## config.mk

```make
export PLATFORM = sky130hd
export DESIGN_NAME = complete_arbiter
export DESIGN_NICKNAME = d
export VERILOG_FILES = /design/src/rtl/complete_arbiter_pkg.sv /design/src/rtl/complete_arbiter_cmpl_hold_slot.sv /design/src/rtl/complete_arbiter.sv
export SDC_FILE = /design/constraint.sdc
export NUM_CORES = 1
export LEC_CHECK = 0
export CORE_ASPECT_RATIO = 1.5
export CORE_MARGIN = 2
export CORE_UTILIZATION = 49
export DETAILED_ROUTE_END_ITERATION = 16
export DONT_BUFFER_PORTS = 1
export PLACE_DENSITY = 0.67
export SLEW_MARGIN = 20
export SYNTH_ARGS = -nofsm -noshare
export SYNTH_HDL_FRONTEND = slang
export SYNTH_HIERARCHICAL = 1
export SYNTH_SLANG_ARGS = --single-unit
```

## constraint.sdc

```tcl
create_clock -name clk -period 8.7 [get_ports clk]
set_input_delay 2.61 -clock clk [delete_from_list [all_inputs] [get_ports clk]]
set_output_delay 2.61 -clock clk [all_outputs]
set_load 0.02 [all_outputs]
```

## src/rtl/complete_arbiter_pkg.sv

```systemverilog
`default_nettype none
// +----------------------------------------------------------------------+
// | Module : complete_arbiter_pkg                                        |
// | Brief  : Shared typedefs for the complete/writeback arbitration      |
// |          slice: ROB index width, FU indices, completion structs.     |
// | Rev    : 1.0  initial release                                        |
// +----------------------------------------------------------------------+
package complete_arbiter_pkg;

    // Width of robNum / rob_head; ages wrap modulo 2**ROB_SIZE_BITS.
    localparam int ROB_SIZE_BITS = 4;

    // Number of functional units feeding the complete stage.
    localparam int NUM_FU = 3;

    typedef enum logic [1:0] {
        FU_ALU1 = 2'd0,
        FU_ALU2 = 2'd1,
        FU_MEM  = 2'd2
    } fuIdx;

    typedef struct packed {
        logic RegWrite;
        logic MemWrite;
    } ctrlStruct;

    typedef struct packed {
        logic                     valid;
        logic [ROB_SIZE_BITS-1:0] robNum;
        logic [4:0]               rd;
        logic [31:0]              result;
        ctrlStruct                control;
    } completeStruct;

    typedef struct packed {
        logic alu1;
        logic alu2;
        logic mem;
    } fuRdyStruct;

endpackage : complete_arbiter_pkg
`default_nettype wire

```

## src/rtl/complete_arbiter_cmpl_hold_slot.sv

```systemverilog
`default_nettype none
// +----------------------------------------------------------------------+
// | Module : cmpl_hold_slot                                              |
// | Brief  : One-entry completion holding register for a single FU.      |
// |          Accepts when empty or when being drained this cycle.        |
// | Rev    : 1.0  initial release                                        |
// +----------------------------------------------------------------------+
module cmpl_hold_slot
    import complete_arbiter_pkg::*;
(
    input  logic          clk,
    input  logic          rst_n,
    input  logic          i_flush,
    input  completeStruct i_cmpl,
    input  logic          i_grant,
    output logic          o_rdy,
    output completeStruct o_held
);

    completeStruct r_slot;
    logic          w_accept;

    // Flush forces ready so a stalled FU is released while its data is squashed.
    assign o_rdy    = i_flush || !r_slot.valid || i_grant;
    assign w_accept = i_cmpl.valid && o_rdy && !i_flush;
    assign o_held   = r_slot;

    // Slot update: flush squashes, accept (re)loads, a grant without reload empties.
    always_ff @(posedge clk or negedge rst_n) begin
        if (!rst_n) begin
            r_slot <= '0;
        end else if (i_flush) begin
            r_slot.valid <= 1'b0;
        end else if (w_accept) begin
            r_slot <= i_cmpl;
        end else if (i_grant) begin
            r_slot.valid <= 1'b0;
        end
    end

endmodule : cmpl_hold_slot
`default_nettype wire

```

## src/rtl/complete_arbiter.sv

```systemverilog
`default_nettype none
// +----------------------------------------------------------------------+
// | Module : complete_arbiter                                            |
// | Brief  : Holds one completion per FU and grants up to NUM_PORTS of   |
// |          them per cycle, oldest (relative to the ROB head) first.    |
// | Rev    : 1.0  initial release                                        |
// +----------------------------------------------------------------------+
module complete_arbiter
    import complete_arbiter_pkg::*;
#(
    parameter int NUM_PORTS = 2
) (
    input  logic                     clk,
    input  logic                     rst_n,
    input  logic                     flush,
    input  logic [ROB_SIZE_BITS-1:0] rob_head,
    input  completeStruct            alu1_cmpl,
    input  completeStruct            alu2_cmpl,
    input  completeStruct            mem_cmpl,
    output fuRdyStruct               fu_rdy,
    output completeStruct            cmpl_out [NUM_PORTS]
);

    localparam logic [2:0] c_num_ports = 3'(NUM_PORTS);

    completeStruct [NUM_FU-1:0]    w_in;
    completeStruct [NUM_FU-1:0]    w_held;
    logic          [NUM_FU-1:0]    w_rdy;
    logic          [NUM_FU-1:0]    w_grant;
    logic [ROB_SIZE_BITS-1:0]      w_age  [NUM_FU];
    logic [2:0]                    w_rank [NUM_FU];
    completeStruct [NUM_PORTS-1:0] w_port;
    completeStruct [NUM_PORTS-1:0] r_out;

    assign w_in[FU_ALU1] = alu1_cmpl;
    assign w_in[FU_ALU2] = alu2_cmpl;
    assign w_in[FU_MEM]  = mem_cmpl;

    for (genvar gi = 0; gi < NUM_FU; gi++) begin : g_slot
        cmpl_hold_slot u_slot (
            .clk     (clk),
            .rst_n   (rst_n),
            .i_flush (flush),
            .i_cmpl  (w_in[gi]),
            .i_grant (w_grant[gi]),
            .o_rdy   (w_rdy[gi]),
            .o_held  (w_held[gi])
        );
    end

    assign fu_rdy.alu1 = w_rdy[FU_ALU1];
    assign fu_rdy.alu2 = w_rdy[FU_ALU2];
    assign fu_rdy.mem  = w_rdy[FU_MEM];

    // Rank each valid slot by how many valid slots are older; equal ages fall
    // back to FU index order. Ranks below NUM_PORTS win a port of that number.
    always_comb begin
        for (int x = 0; x < NUM_FU; x++) begin
            w_age[x] = w_held[x].robNum - rob_head;
        end
        for (int x = 0; x < NUM_FU; x++) begin
            w_rank[x] = 3'd0;
            for (int y = 0; y < NUM_FU; y++) begin
                if ((y != x) && w_held[y].valid &&
                    ((w_age[y] < w_age[x]) || ((w_age[y] == w_age[x]) && (y < x)))) begin
                    w_rank[x] = w_rank[x] + 3'd1;
                end
            end
            w_grant[x] = w_held[x].valid && (w_rank[x] < c_num_ports);
        end
    end

    // Route each granted slot to the port matching its rank.
    always_comb begin
        for (int k = 0; k < NUM_PORTS; k++) begin
            w_port[k] = '0;
            for (int x = 0; x < NUM_FU; x++) begin
                if (w_grant[x] && (w_rank[x] == 3'(k))) begin
                    w_port[k] = w_held[x];
                end
            end
        end
    end

    // Output registers: squashed on flush, otherwise load this cycle's grants.
    always_ff @(posedge clk or negedge rst_n) begin
        if (!rst_n) begin
            r_out <= '0;
        end else if (flush) begin
            r_out <= '0;
        end else begin
            r_out <= w_port;
        end
    end

    for (genvar gk = 0; gk < NUM_PORTS; gk++) begin : g_out
        assign cmpl_out[gk] = r_out[gk];
    end

endmodule : complete_arbiter
`default_nettype wire

```

==> Word-level counts from Yosys, hierarchy flattened <==
Index checks and enable logic that the tools add are counted.
{ "totals": {"reg_bits": 220, "wordCells": 117} }
{ "op_classes": {"n_addsub": 6, "order_cmp": 9, "eq_ne": 6, "mux": 22, "bitwise": 1, "n_reduce_logical": 43} }
{ "ops": {"columns": ["operator", "n"], "rows": [
  ["44-bit two-way mux", 6],
  ["88-bit two-way mux", 1],
  ["4-bit less-than comparator", 6],
  ["1-bit logical AND", 21],
  ["4-bit equality test", 3],
  ["1-bit two-way mux", 12],
  ["4-bit subtractor", 3],
  ["3-bit by 1-bit equality test with 1-bit output, second input constant", 3],
  ["3-bit zero test", 3],
  ["1-bit logical OR", 9],
  ["3-bit by 2-bit less-than comparator with 1-bit output, second input constant", 3],
  ["3-bit two-way mux", 3],
  ["3-bit nonzero test", 3],
  ["1-bit by 1-bit adder with 2-bit output, second input constant", 3],
  ["2-bit AND reduction", 3],
  ["1-bit zero test", 4],
  ["1-bit inverter", 1]
]} }

==> Depth between registers and ports, before layout <==
Gate-level depths: netlist of the first run.
{ "depth": {"ltp_word": 14, "depth_mapped": 19, "mapped_depth_nobuf": 16} }

==> Cells and area by module <==
The synthesis of the first run kept the hierarchy.
{ "by_module_without_submodules": {"columns": ["mod", "instances", "cells_per_inst", "area_per_inst_um2", "seq_area_each_um2"], "rows": [
  ["complete_arbiter", 1, 586, 5594.1, 2202.1],
  ["cmpl_hold_slot", 3, 96, 1676.6, 1101.1]
]} }

==> Worst setup path after synthesis of the first run <==
OpenSTA, ideal clock, no wires.
{ "synth_timing": {"kind": "input to output", "start": "input port rob_head[1]", "end": "output port fu_rdy[1] in the netlist's numbering", "t_arrival_ps": 5436, "t_required_ps": 6090, "path_slack_ps": 654, "cell_stages": 15, "path_buffers": 2, "path_cell_list": "inv_1 > fa_1 > xnor2_1 > inv_1 > ha_1 > and3_1 > nor3_1 > maj3_2 > nor2b_1 > ha_1 > and2b_1 > buf_4 > clkbuf_1 > nor2b_4 > nand2b_1"} }
{ "synth_rtl": {"columns": ["item", "line", "source"], "rows": [
  ["start: declaration", "complete_arbiter.sv:16", "input logic [ROB_SIZE_BITS-1:0] rob_head,"],
  ["end: declaration", "complete_arbiter.sv:20", "output fuRdyStruct fu_rdy,"]
]} }

==> results of run 1 <==
area by class of cell:
type                            count  area, um2  area share
Inverter                           13       48.8     0.00426
Clock buffer                       36        747      0.0652
Clock inverter                      8       50.0     0.00437
Multi-Input combinational cell    573       4670       0.408
Antenna cell                        5       12.5     0.00109
Tap cell                          272        340      0.0297
Timing Repair Buffer               11       82.6     0.00721
Sequential cell                   220       5510       0.481
sequential cells by signal, summed over array words and instances, names as in the netlist:
signal and cells:
g_slot.u_slot/o_held 132, cmpl_out 88
worst min path at each step:
stage | to | slack [ns] | depth (start not counted)
2_1_floorplan | g_slot[0].u_slot/o_held[0] | 0.50 | 1
3_3_place_gp | g_slot[0].u_slot/o_held[3] | 0.51 | 1
3_5_place_dp | g_slot[0].u_slot/o_held[31] | 0.52 | 1
4_1_cts | g_slot[0].u_slot/o_held[31] | 0.54 | 1
5_1_grt | g_slot[0].u_slot/o_held[31] | 0.54 | 1
6_report | g_slot[0].u_slot/o_held[33] | 0.53 | 1
logic make-up (layout without fill, tap and decap cells):
| kind of cell | after synthesis | after routing | share of synthesized area |
|---|---|---|---|
| AND/OR/NAND/NOR | 307 | 307 | 0.132 |
| flip-flops | 220 | 220 | 0.518 |
| multiplexers | 129 | 129 | 0.137 |
| AO/OA/AOI/OAI | 99 | 99 | 0.125 |
| buffers and inverters | 81 | 68 | 0.0459 |
| adder cells (fa/ha/maj) | 25 | 25 | 0.0312 |
| XOR/XNOR | 13 | 13 | 0.0107 |
| other | 0 | 5 | 0 |
synthesized netlist by cell type:
master	number	share of area
sky130_fd_sc_hd__dfrtp_1	220	0.52
sky130_fd_sc_hd__mux2_2	129	0.14
sky130_fd_sc_hd__nand2_1	98	0.035
sky130_fd_sc_hd__nor2_1	95	0.034
sky130_fd_sc_hd__nand3_1	86	0.041
sky130_fd_sc_hd__a311oi_2	78	0.11
sky130_fd_sc_hd__clkbuf_1	29	0.010
sky130_fd_sc_hd__buf_6	21	0.022
sky130_fd_sc_hd__ha_1	19	0.022
sky130_fd_sc_hd__buf_2	15	0.0071
sky130_fd_sc_hd__inv_1	11	0.0039
sky130_fd_sc_hd__nand2b_1	9	0.0053
sky130_fd_sc_hd__xnor2_1	9	0.0074
sky130_fd_sc_hd__a311oi_1	8	0.0066
sky130_fd_sc_hd__a21o_1	4	0.0028
sky130_fd_sc_hd__a31oi_1	4	0.0024
sky130_fd_sc_hd__nor2b_1	4	0.0024
sky130_fd_sc_hd__xor2_1	4	0.0033
sky130_fd_sc_hd__and2_1	3	0.0018
sky130_fd_sc_hd__fa_1	3	0.0057
sky130_fd_sc_hd__maj3_2	3	0.0032
sky130_fd_sc_hd__nor2b_4	3	0.0039
sky130_fd_sc_hd__nor3b_4	3	0.0053
sky130_fd_sc_hd__a31o_1	2	0.0016
sky130_fd_sc_hd__and2b_1	2	0.0014
sky130_fd_sc_hd__buf_4	2	0.0014
sky130_fd_sc_hd__inv_2	2	0.00071
sky130_fd_sc_hd__nand2_4	2	0.0021
sky130_fd_sc_hd__a211oi_1	1	0.00071
sky130_fd_sc_hd__a21oi_1	1	0.00047
sky130_fd_sc_hd__and3_1	1	0.00059
sky130_fd_sc_hd__buf_1	1	0.00035
sky130_fd_sc_hd__nor3_1	1	0.00047
sky130_fd_sc_hd__o21ai_1	1	0.00047
power by group through the flow:
stage | Clock [mW] | Combinational, mW | Sequential (mW)
after global routing | 1.07 | 0.969 | 1.52
after global placement | 0 | 0.867 | 1.51
after detailed placement | 0 | 0.890 | 1.51
after CTS | 1.03 | 0.891 | 1.50
final | 1.01 | 0.884 | 1.50
after floorplan | 0 | 0.719 | 1.45
critical path, delay by kind of cell:
family | cells | cell delay, ns
and+or+nand+nor | 6 | 0.93
adders and majority gates | 4 | 1.29
buffers and inverters | 2 | 0.20
xor gates and xnor gates | 1 | 0.26
layer usage:
| metal | vias to the layer above | global-route usage | part of all wire |
|---|---|---|---|
| li1 | 3051 | - | - |
| met1 | 3534 | 0.273 | 0.37 |
| met2 | 275 | 0.405 | 0.53 |
| met3 | 59 | 0.0508 | 0.066 |
| met4 | 0 | 0.109 | 0.035 |
| met5 | - | 0 | 0 |
metrics by stage:
stage | util | instance area, um2 | worst slack [ns] | instances | power, mW
after floorplan | - | 10600 | 0.654 | 874 | 2.17
after global placement | 0.496 | 10600 | 0.877 | 1089 | 2.38
after detailed placement | 0.496 | 10600 | 0.806 | 1089 | 2.40
after CTS | 0.533 | 11400 | 0.789 | 1133 | 3.41
after global routing | 0.534 | 11500 | 0.586 | 1138 | 3.56
final | 0.534 | 11500 | 0.801 | 1138 | 3.39
==> metrics.txt, run 1 <==
Warnings, synthesis 6; global-route wire length before repair ~42,000 um; number of cells on the worst reg-to-reg path 17; overall global routing resource usage 0.232; Syn Std Cell Area 10,600 um2; initial antenna violation count 5; total grt overflow 0; Gate power share 0.261; worst reg2reg setup slack 3.84 ns; mean cell area of the mapped netlist 12.2 um2; vias 6,919; delay contributed by the slowest stage of the critical path 0.48 ns; I/O Buffers 0; VDD IR-drop max 0.148 mV; per-cell routed wire length 23.6 um; Initial DRC Count 497; Die Ht about 180 um; final cycle utilization of the critical path 0.908; sequential cell area fraction in the yosys report 0.518; Slew headroom 0.312; worst min-delay path startpoint g_slot[0].u_slot/o_held[33]; Worst Hold Margin 0.535 ns; most common library cell in the layout ignoring fill and taps sky130_fd_sc_hd__dfrtp_1; count of TritonRoute iterations in the first routing pass 5; leakage component of the power 4.88 nW; max-cap viol count 0; run status completed; maximum count of clock buffers along a single path 3; Critical Path Sink Type output pin; number of nets still failing antenna checks after routing 0; Cells after Synth 874; hold crit path type reg -> reg; gp weighted congestion 0.832; initial cell density of the core 0.495; vias in the first global route 7,202; crit path launch type input port; Clock Power Share 0.297; buffers inserted during post-CTS setup optimization 0; nets in the synthesized netlist 1,035; Fin Setup TNS 0 ns; count of clock tree sinks 220; origin of the worst setup path rob_head[1]; internal cell power 2.15 mW; core footprint around 21,000 um2; number of fill cells 1,829; share of layout cells above drive strength 1 0.323; Total Die Area 22,900 um2; PwrDens 296 nW/um2; Post-Route Skew 0.00736 ns; unrepaired setup endpoints after global routing no; Clock transition at path regs 0.06 ns; Max Transition Viols Final 0; area growth from synthesis to layout 7.82%; average via count per standard cell 6.08; commonest cells after routing, fill and taps aside 220 x sky130_fd_sc_hd__dfrtp_1, 129 x sky130_fd_sc_hd__mux2_2, 96 x sky130_fd_sc_hd__nand2_1; Net count, final 1,004; Hold-fix buffers, CTS 0; clock root cell sky130_fd_sc_hd__clkbuf_16; start of the worst register-to-register path g_slot[0].u_slot/o_held[39]; switching power total 1.23 mW; arrival time of the worst setup path 5.29 ns; fmax 0.127 GHz; required time of the critical path 6.09 ns; pin count of the biggest net entering global routing 221; overall routed net length 26,800 um; count of distinct cell types in the synthesized netlist 34; # DRC 0; Reg power frac 0.442; slowest library cell on the worst path sky130_fd_sc_hd__fa_1; min cycle time layout 7.90 ns; number of ports placed on the die boundary 230; Detail Placement HPWL 16,200 um; die extent in x 124 um; count of H-tree levels built during CTS 1; final setup fails 0; count of instances resized after the clock tree is built 0; source-to-sink clock delay at the later pin of the worst-skew pair 0.51 ns; crit path max fanout 6; std cell rows between 60 and 70; endpoint of the most critical setup path fu_rdy[2]; number of CTS-inserted buffers 24; crit path kind in -> out; flip-flop and latch count after synthesis 220; clock tree from TritonCTS built; switching share of power 0.364; series of cell instances along the critical path inv_1, fa_1, xnor2_1, inv_1, ha_1, and3_1, nor3_1, maj3_2, and2_1, ha_1, nor2b_1, nor2b_4, nand2b_1; slew at the pin closest to its max-slew limit 1.03 ns; final hold violation count 0; capture point of the worst reg-to-reg path cmpl_out[84]
No activity file was read; power rests on OpenSTA's default activity.
==> run 2: changes to the inputs <==
- CORE_ASPECT_RATIO: 1.5 -> 1.25
- GPL_TIMING_DRIVEN: not set -> 0
- PLACE_DENSITY: 0.67 -> 0.74
==> run 2 against run 1 <==
Critical path depth grew 2. First-iteration DRC count grew 9.5%. Total power grew 1.0%. Sequential power is essentially flat. Clock-buffer cell count shrank 4. Non-clock buffer count grew 56. Via count grew 5.8%. Cell count grew 5.8%. Wire length grew 9.0%. Clock power shrank 4%.
==> metrics.txt, run 2 (same netlist as run 1, synthesis figures left out) <==
flip-flop count of the largest register, all copies and words added 132; average via count per standard cell around 6.1; final setup fails 0; initial cell density of the core 0.497; Total Die Area 22,900 um2; Die Ht 169 um; Max Transition Viols Final 0; count of TritonRoute iterations in the first routing pass 5; Hold-fix buffers, CTS 0; VDD IR-drop max 0.201 mV; die extent in x between 100 and 150 um; leakage component of the power about 5 nW; core footprint 21,400 um2; Fin Setup TNS 0 ns; Placed Area 11,000 um2; start of the worst register-to-register path g_slot[0].u_slot/o_held[39]; capture point of the worst reg-to-reg path g_slot[1].u_slot/o_held[40]; PwrDens 291 nW/um2; # DRC 0; final hold violation count 0; total grt overflow 0; run status completed; slew at the pin closest to its max-slew limit 0.723 ns; Detail Placement HPWL 19,800 um; per-cell routed wire length around 24 um; overall global routing resource usage 0.257; Slew headroom 0.517; final cycle utilization of the critical path 0.925; Critical Path Sink Type output pin; share of layout cells above drive strength 1 0.322; vias in the first global route 7,703; hold crit path type reg -> reg; CP most frequent cell sky130_fd_sc_hd__ha_1; unrepaired setup endpoints after global routing no; clock root cell sky130_fd_sc_hd__clkbuf_16; Clock transition at path regs 0.05 ns; maximum count of clock buffers along a single path 3; arrival time of the worst setup path 5.44 ns; I/O Buffers 0; count of clock tree sinks 220; fmax 0.124 GHz; buffers inserted during post-CTS setup optimization 0; number of cells on the worst reg-to-reg path 18; min cycle time layout 8.05 ns; Initial DRC Count ~540; CP delay by family, top adder cells; series of cell instances along the critical path ha_1, inv_1, fa_1, xnor2_1, inv_1, ha_1, and3_1, nor3_1, maj3_2, nor2b_1, ha_1, and2b_1, buf_4, nor2b_4, nand2b_1; endpoint of the most critical setup path fu_rdy[1]; number of ports placed on the die boundary 230; initial antenna violation count 11; required time of the critical path around 6.1 ns; count of instances resized after the clock tree is built 0; clock tree from TritonCTS built; worst reg2reg setup slack 4.14 ns; final instance area 11,700 um2; source-to-sink clock delay at the later pin of the worst-skew pair 0.53 ns; slowest library cell on the worst path sky130_fd_sc_hd__fa_1; global-route wire length before repair 45,000 um; crit path max fanout 17; most common library cell in the layout ignoring fill and taps sky130_fd_sc_hd__dfrtp_1; vias 7,323; critical path depth in cells 15; pin count of the biggest net entering global routing 221; delay contributed by the slowest stage of the critical path 0.37 ns; crit path kind in -> out; area growth from synthesis to layout 10.6%; std cell rows 60; gp weighted congestion 0.819; number of CTS-inserted buffers 24; Post-Route Skew 0.0281 ns; Net count, final 1,060; number of buffers and inverters on the critical path 3; crit path launch type input port; worst min-delay path startpoint g_slot[0].u_slot/o_held[25]; commonest cells after routing, fill and taps aside 220 x sky130_fd_sc_hd__dfrtp_1, 129 x sky130_fd_sc_hd__mux2_2, 98 x sky130_fd_sc_hd__nand2_1; number of nets still failing antenna checks after routing 0; origin of the worst setup path rob_head[0]; overall routed net length 29,200 um; count of H-tree levels built during CTS 1; max-cap viol count 0
-- run 2: changes by cell type in the layout (fill, tap and decap cells not counted), moves of 2 or more --
cell                       change
sky130_fd_sc_hd__buf_2        +15
sky130_fd_sc_hd__nand2_4       -2
sky130_fd_sc_hd__a31o_1        +2
sky130_fd_sc_hd__clkbuf_8      -5
sky130_fd_sc_hd__nand2_1       +2
sky130_fd_sc_hd__a31o_4        -2
sky130_fd_sc_hd__buf_6        +21
sky130_fd_sc_hd__buf_4         -9
sky130_fd_sc_hd__clkbuf_1     +30
sky130_fd_sc_hd__diode_2       +5
-- run 2: routing by layer --
| metal | GRT usage | vias to the layer above | share of wire |
|---|---|---|---|
| li1 | - | 3188 | - |
| met1 | 0.316 | 3732 | 0.38 |
| met2 | 0.433 | 329 | 0.50 |
| met3 | 0.0626 | 72 | 0.081 |
| met4 | 0.109 | 2 | 0.041 |
| met5 | 0 | - | 0.00044 |
-- run 2: cell type report --
class                      instances  area [um2]
antenna                           10        25.0
buffer                            67         435
inverter                          13        48.8
fill                            1828        9650
clock inverter                    10        92.6
tap                              279         349
sequential                       220        5510
multi-input combinational        573        4630
clock buffer                      32         661
-- run 2: worst reg2reg max path, cell delays in order (launching register included) --
cell                      delay [ns]
sky130_fd_sc_hd__dfrtp_1        0.47
sky130_fd_sc_hd__inv_1          0.09
sky130_fd_sc_hd__ha_1           0.18
sky130_fd_sc_hd__inv_1          0.06
sky130_fd_sc_hd__fa_1           0.37
sky130_fd_sc_hd__xnor2_1        0.26
sky130_fd_sc_hd__inv_1          0.08
sky130_fd_sc_hd__ha_1           0.29
sky130_fd_sc_hd__and3_1         0.15
sky130_fd_sc_hd__nor3_1         0.21
sky130_fd_sc_hd__maj3_2         0.27
sky130_fd_sc_hd__nor2b_1        0.05
sky130_fd_sc_hd__ha_1           0.17
sky130_fd_sc_hd__and2b_1        0.18
sky130_fd_sc_hd__buf_4          0.27
sky130_fd_sc_hd__nor2b_4        0.09
sky130_fd_sc_hd__nor3b_4        0.61
sky130_fd_sc_hd__buf_6          0.27
sky130_fd_sc_hd__mux2_2         0.36
-- run 2: stage by stage --
stage / power, mW / hold slack (ns) / util / setup slack (ns) / std cells
global route: 3.60 / 0.544 / 0.549 / 0.324 / 1202
global placement: 2.43 / 0.514 / 0.513 / 0.124 / 1153
floorplan: 2.17 / 0.503 / - / 0.654 / 874
finish: 3.42 / 0.528 / 0.549 / 0.654 / 1204
CTS: 3.44 / 0.531 / 0.548 / 0.0964 / 1195
detailed placement: 2.46 / 0.519 / 0.513 / 0.127 / 1153
-- run 2: power by group --
group / leakage [nW] / switching, mW / internal, mW / total (mW)
clock network: 0.372 / 0.409 / 0.563 / 0.972
logic: 1.89 / 0.589 / 0.364 / 0.953
registers: 2.75 / 0.266 / 1.23 / 1.49
total: 5.01 / 1.26 / 2.16 / 3.42
-- run 2: worst min path at each step --
stage                                       end  depth (start not counted)
floorplan            g_slot[0].u_slot/o_held[0]                          1
global placement    g_slot[1].u_slot/o_held[14]                          1
detailed placement  g_slot[0].u_slot/o_held[37]                          1
CTS                 g_slot[0].u_slot/o_held[37]                          1
global route        g_slot[0].u_slot/o_held[37]                          1
finish              g_slot[0].u_slot/o_held[25]                          1
==> edit: new RTL, config.mk and constraints of run 2 <==
Make the reset (`rst_n`) synchronous in 2 clocked blocks.
--- a/src/rtl/complete_arbiter_cmpl_hold_slot.sv
+++ b/src/rtl/complete_arbiter_cmpl_hold_slot.sv
@@ -26,7 +26,7 @@
     assign o_held   = r_slot;
 
     // Slot update: flush squashes, accept (re)loads, a grant without reload empties.
-    always_ff @(posedge clk or negedge rst_n) begin
+    always_ff @(posedge clk) begin
         if (!rst_n) begin
             r_slot <= '0;
         end else if (i_flush) begin
--- a/src/rtl/complete_arbiter.sv
+++ b/src/rtl/complete_arbiter.sv
@@ -83,7 +83,7 @@
     end
 
     // Output registers: squashed on flush, otherwise load this cycle's grants.
-    always_ff @(posedge clk or negedge rst_n) begin
+    always_ff @(posedge clk) begin
         if (!rst_n) begin
             r_out <= '0;
         end else if (flush) begin
Formal check against the unedited RTL: differs if rst_n is asserted again (counterexample within 4 cycles, from zero or initial values and one cycle with rst_n low); with rst_n held inactive, the same outputs for 4 cycles.
==> edit against run 2 <==
- global-route usage increased by 1.9 points
- via count increased by 8.1%
- design area decreased by 7.8%
- non-clock buffer count increased by 23
- clock skew decreased by 0.018 ns
- sequential cell count unchanged
- setup slack got worse by 0.027 ns
- synthesized area decreased by 8.2%
- wire length increased by 1.3%
- final cell count increased by 15%
- highest routed layer is now met4
Power is not compared: it rests on default switching activity, and its combinational part moved more than twofold at a synthesized area within 25%.
==> edit: results (changes against run 2) <==
place_congestion: 0.885  # +8.0%
whs_endpoint: "g_slot[2].u_slot/o_held[34]$_SDFFE_PN0P_"
r2r_setup_slack_ns: 4.12  # -0.02 ns
h-tree-depth: 1  # unchanged
p_leak_nw: 4.08
yosys_warnings: 6  # unchanged
cts_root_buf: "clkbuf_16"
placed_area_sq_um: 10100  # -8.1%
dr.pass1.iters: 8  # +3
clock_latency_ns: 0.51  # -0.02 ns
grt_use_total: 0.276  # +0.0188
min_path_cells: 2  # +1
ys_seq_area_frac: 0.452  # -0.0666
antenna_cells: 0  # -10
reg2reg_to: "cmpl_out[44]$_SDFF_PP0_"
nNetsFinal: 1264  # +19%
hold_class: "flop to flop"
status: "complete, no violations"
cp.arrival_ns: 5.46  # +0.02 ns
skew_ns: 0.0103  # -0.0178 ns
dp_hpwl_mm: 21.2  # +7.2%
cpPeakStageDelay_ns: 0.52  # +0.15 ns
grt_pass1_wl_mm: 44.6  # -0.89%
syn_nets: 1240  # +20%
crit_fanout: 4  # -13
vias_per_cell: 5.72  # -5.9%
vdd_drop_max_v: 0.000170
cp_top_family: "adder cells"
crit_slowest_cell: "fa_1"
io_buffers: 0  # unchanged
whs_ns: 0.474  # -0.0542 ns
grt_max_degree: 15  # -93%
synthTopCellsByArea: "dfxtp_1 (45%), mux2i_1 (13%), nand2_1 (12%), a221oi_1 (3.9%), nor2_1 (2.8%)"
ys_types: 44  # +29%
antenna_found_initial: 0  # -11
hold_viol: 0  # unchanged
slew-limit-headroom: 0.511  # -0.00598
synth_common_cells: "nand2_1 (299), dfxtp_1 (220), mux2i_1 (129), nor2_1 (74)"
critPathLaunch: "rob_head[0]"
clk_pin_slew_worst_paths_ns: 0.06
drt-total-wl_mm: 29.6  # +1.3%
ys_async_sr_fraction: 0  # -1.00
clock_path_buffers: 3  # unchanged
drive_gt1_frac: 0.0813  # -0.241
r2r_cells: 16  # -2
holdCritStartpoint: "g_slot[2].u_slot/o_held[34]$_SDFFE_PN0P_"
grt_pass1_vias: 7915  # +2.8%
r2r-start: "g_slot[1].u_slot/o_held[39]$_SDFFE_PN0P_"
numCtsBuffers: 22  # -8.3%
first_iter_violations: 737  # +35%
-- edit: changes by cell type in the layout (fill, tap and decap cells not counted), sizes merged, moves of 24 or more --
cell and delta:
a21oi +24, a221oi +43, a222oi +27, a311oi -86, dfrtp -220, dfxtp +220
mux2 -129, mux2i +129, nand2 +200, nand3 -70, nor3 +42
-- edit: layout make-up --
| cell class | count | area (sq um) |
|---|---|---|
| fillers | 1766 | 8640 |
| clock buffers | 32 | 649 |
| multi-input cells | 758 | 4700 |
| well taps | 265 | 332 |
| flip-flops and latches | 220 | 4400 |
| plain buffers | 90 | 612 |
| clock inverters | 8 | 98.8 |
| inverters | 11 | 41.3 |
-- edit: layer usage --
| layer | track usage | routed length (um) | vias up |
|---|---|---|---|
| li1 | - | - | 3728 |
| met1 | 0.345 | 11800 | 3698 |
| met2 | 0.455 | 13900 | 415 |
| met3 | 0.0619 | 2590 | 76 |
| met4 | 0.121 | 1260 | 0 |
| met5 | 0 | 0 | - |
-- edit: worst max-delay path by stage --
stage                     cells past startpoint         to
after floorplan                              12  fu_rdy[1]
after global placement                       12  fu_rdy[1]
after detailed placement                     12  fu_rdy[1]
after CTS                                    12  fu_rdy[1]
after global routing                         13  fu_rdy[1]
final                                        13  fu_rdy[1]
-- edit: cells by family after synthesis --
logic type,count (synthesis),synth area share
AOI/OAI and AO/OA,117,0.0961
xor gates and xnor gates,13,0.0117
adders and majority gates,25,0.0337
buffers and inverters,101,0.0670
DFF,220,0.452
muxes,129,0.132
and+or+nand+nor,474,0.208
-- edit: stage by stage --
step	worst slack (ns)	cells
4_1_cts	0.631	1384
3_5_place_dp	0.645	1344
6_report	0.627	1384
3_3_place_gp	0.695	1344
5_1_grt	0.495	1384
2_1_floorplan	0.912	1079
-- edit: worst reg2reg max path: cells and delay by family, from the launching register on --
kind                       cells  cell delay [ns]
buffers and inverters          4             1.03
AOI/OAI and AO/OA              2             0.36
DFF                            1             0.50
adders and majority gates      5             1.55
and+or+nand+nor                5             1.03
-- edit: report_power, final --
| part | total, W | leakage (nW) | switching, W | internal [W] |
|---|---|---|---|---|
| Combinational | 0.000263 | 1.93 | 0.000158 | 0.000104 |
| Sequential | 0.00109 | 1.79 | 0.0000402 | 0.00105 |
| Clock | 0.000976 | 0.363 | 0.000397 | 0.000579 |
| Total | 0.00232 | 4.08 | 0.000596 | 0.00173 |
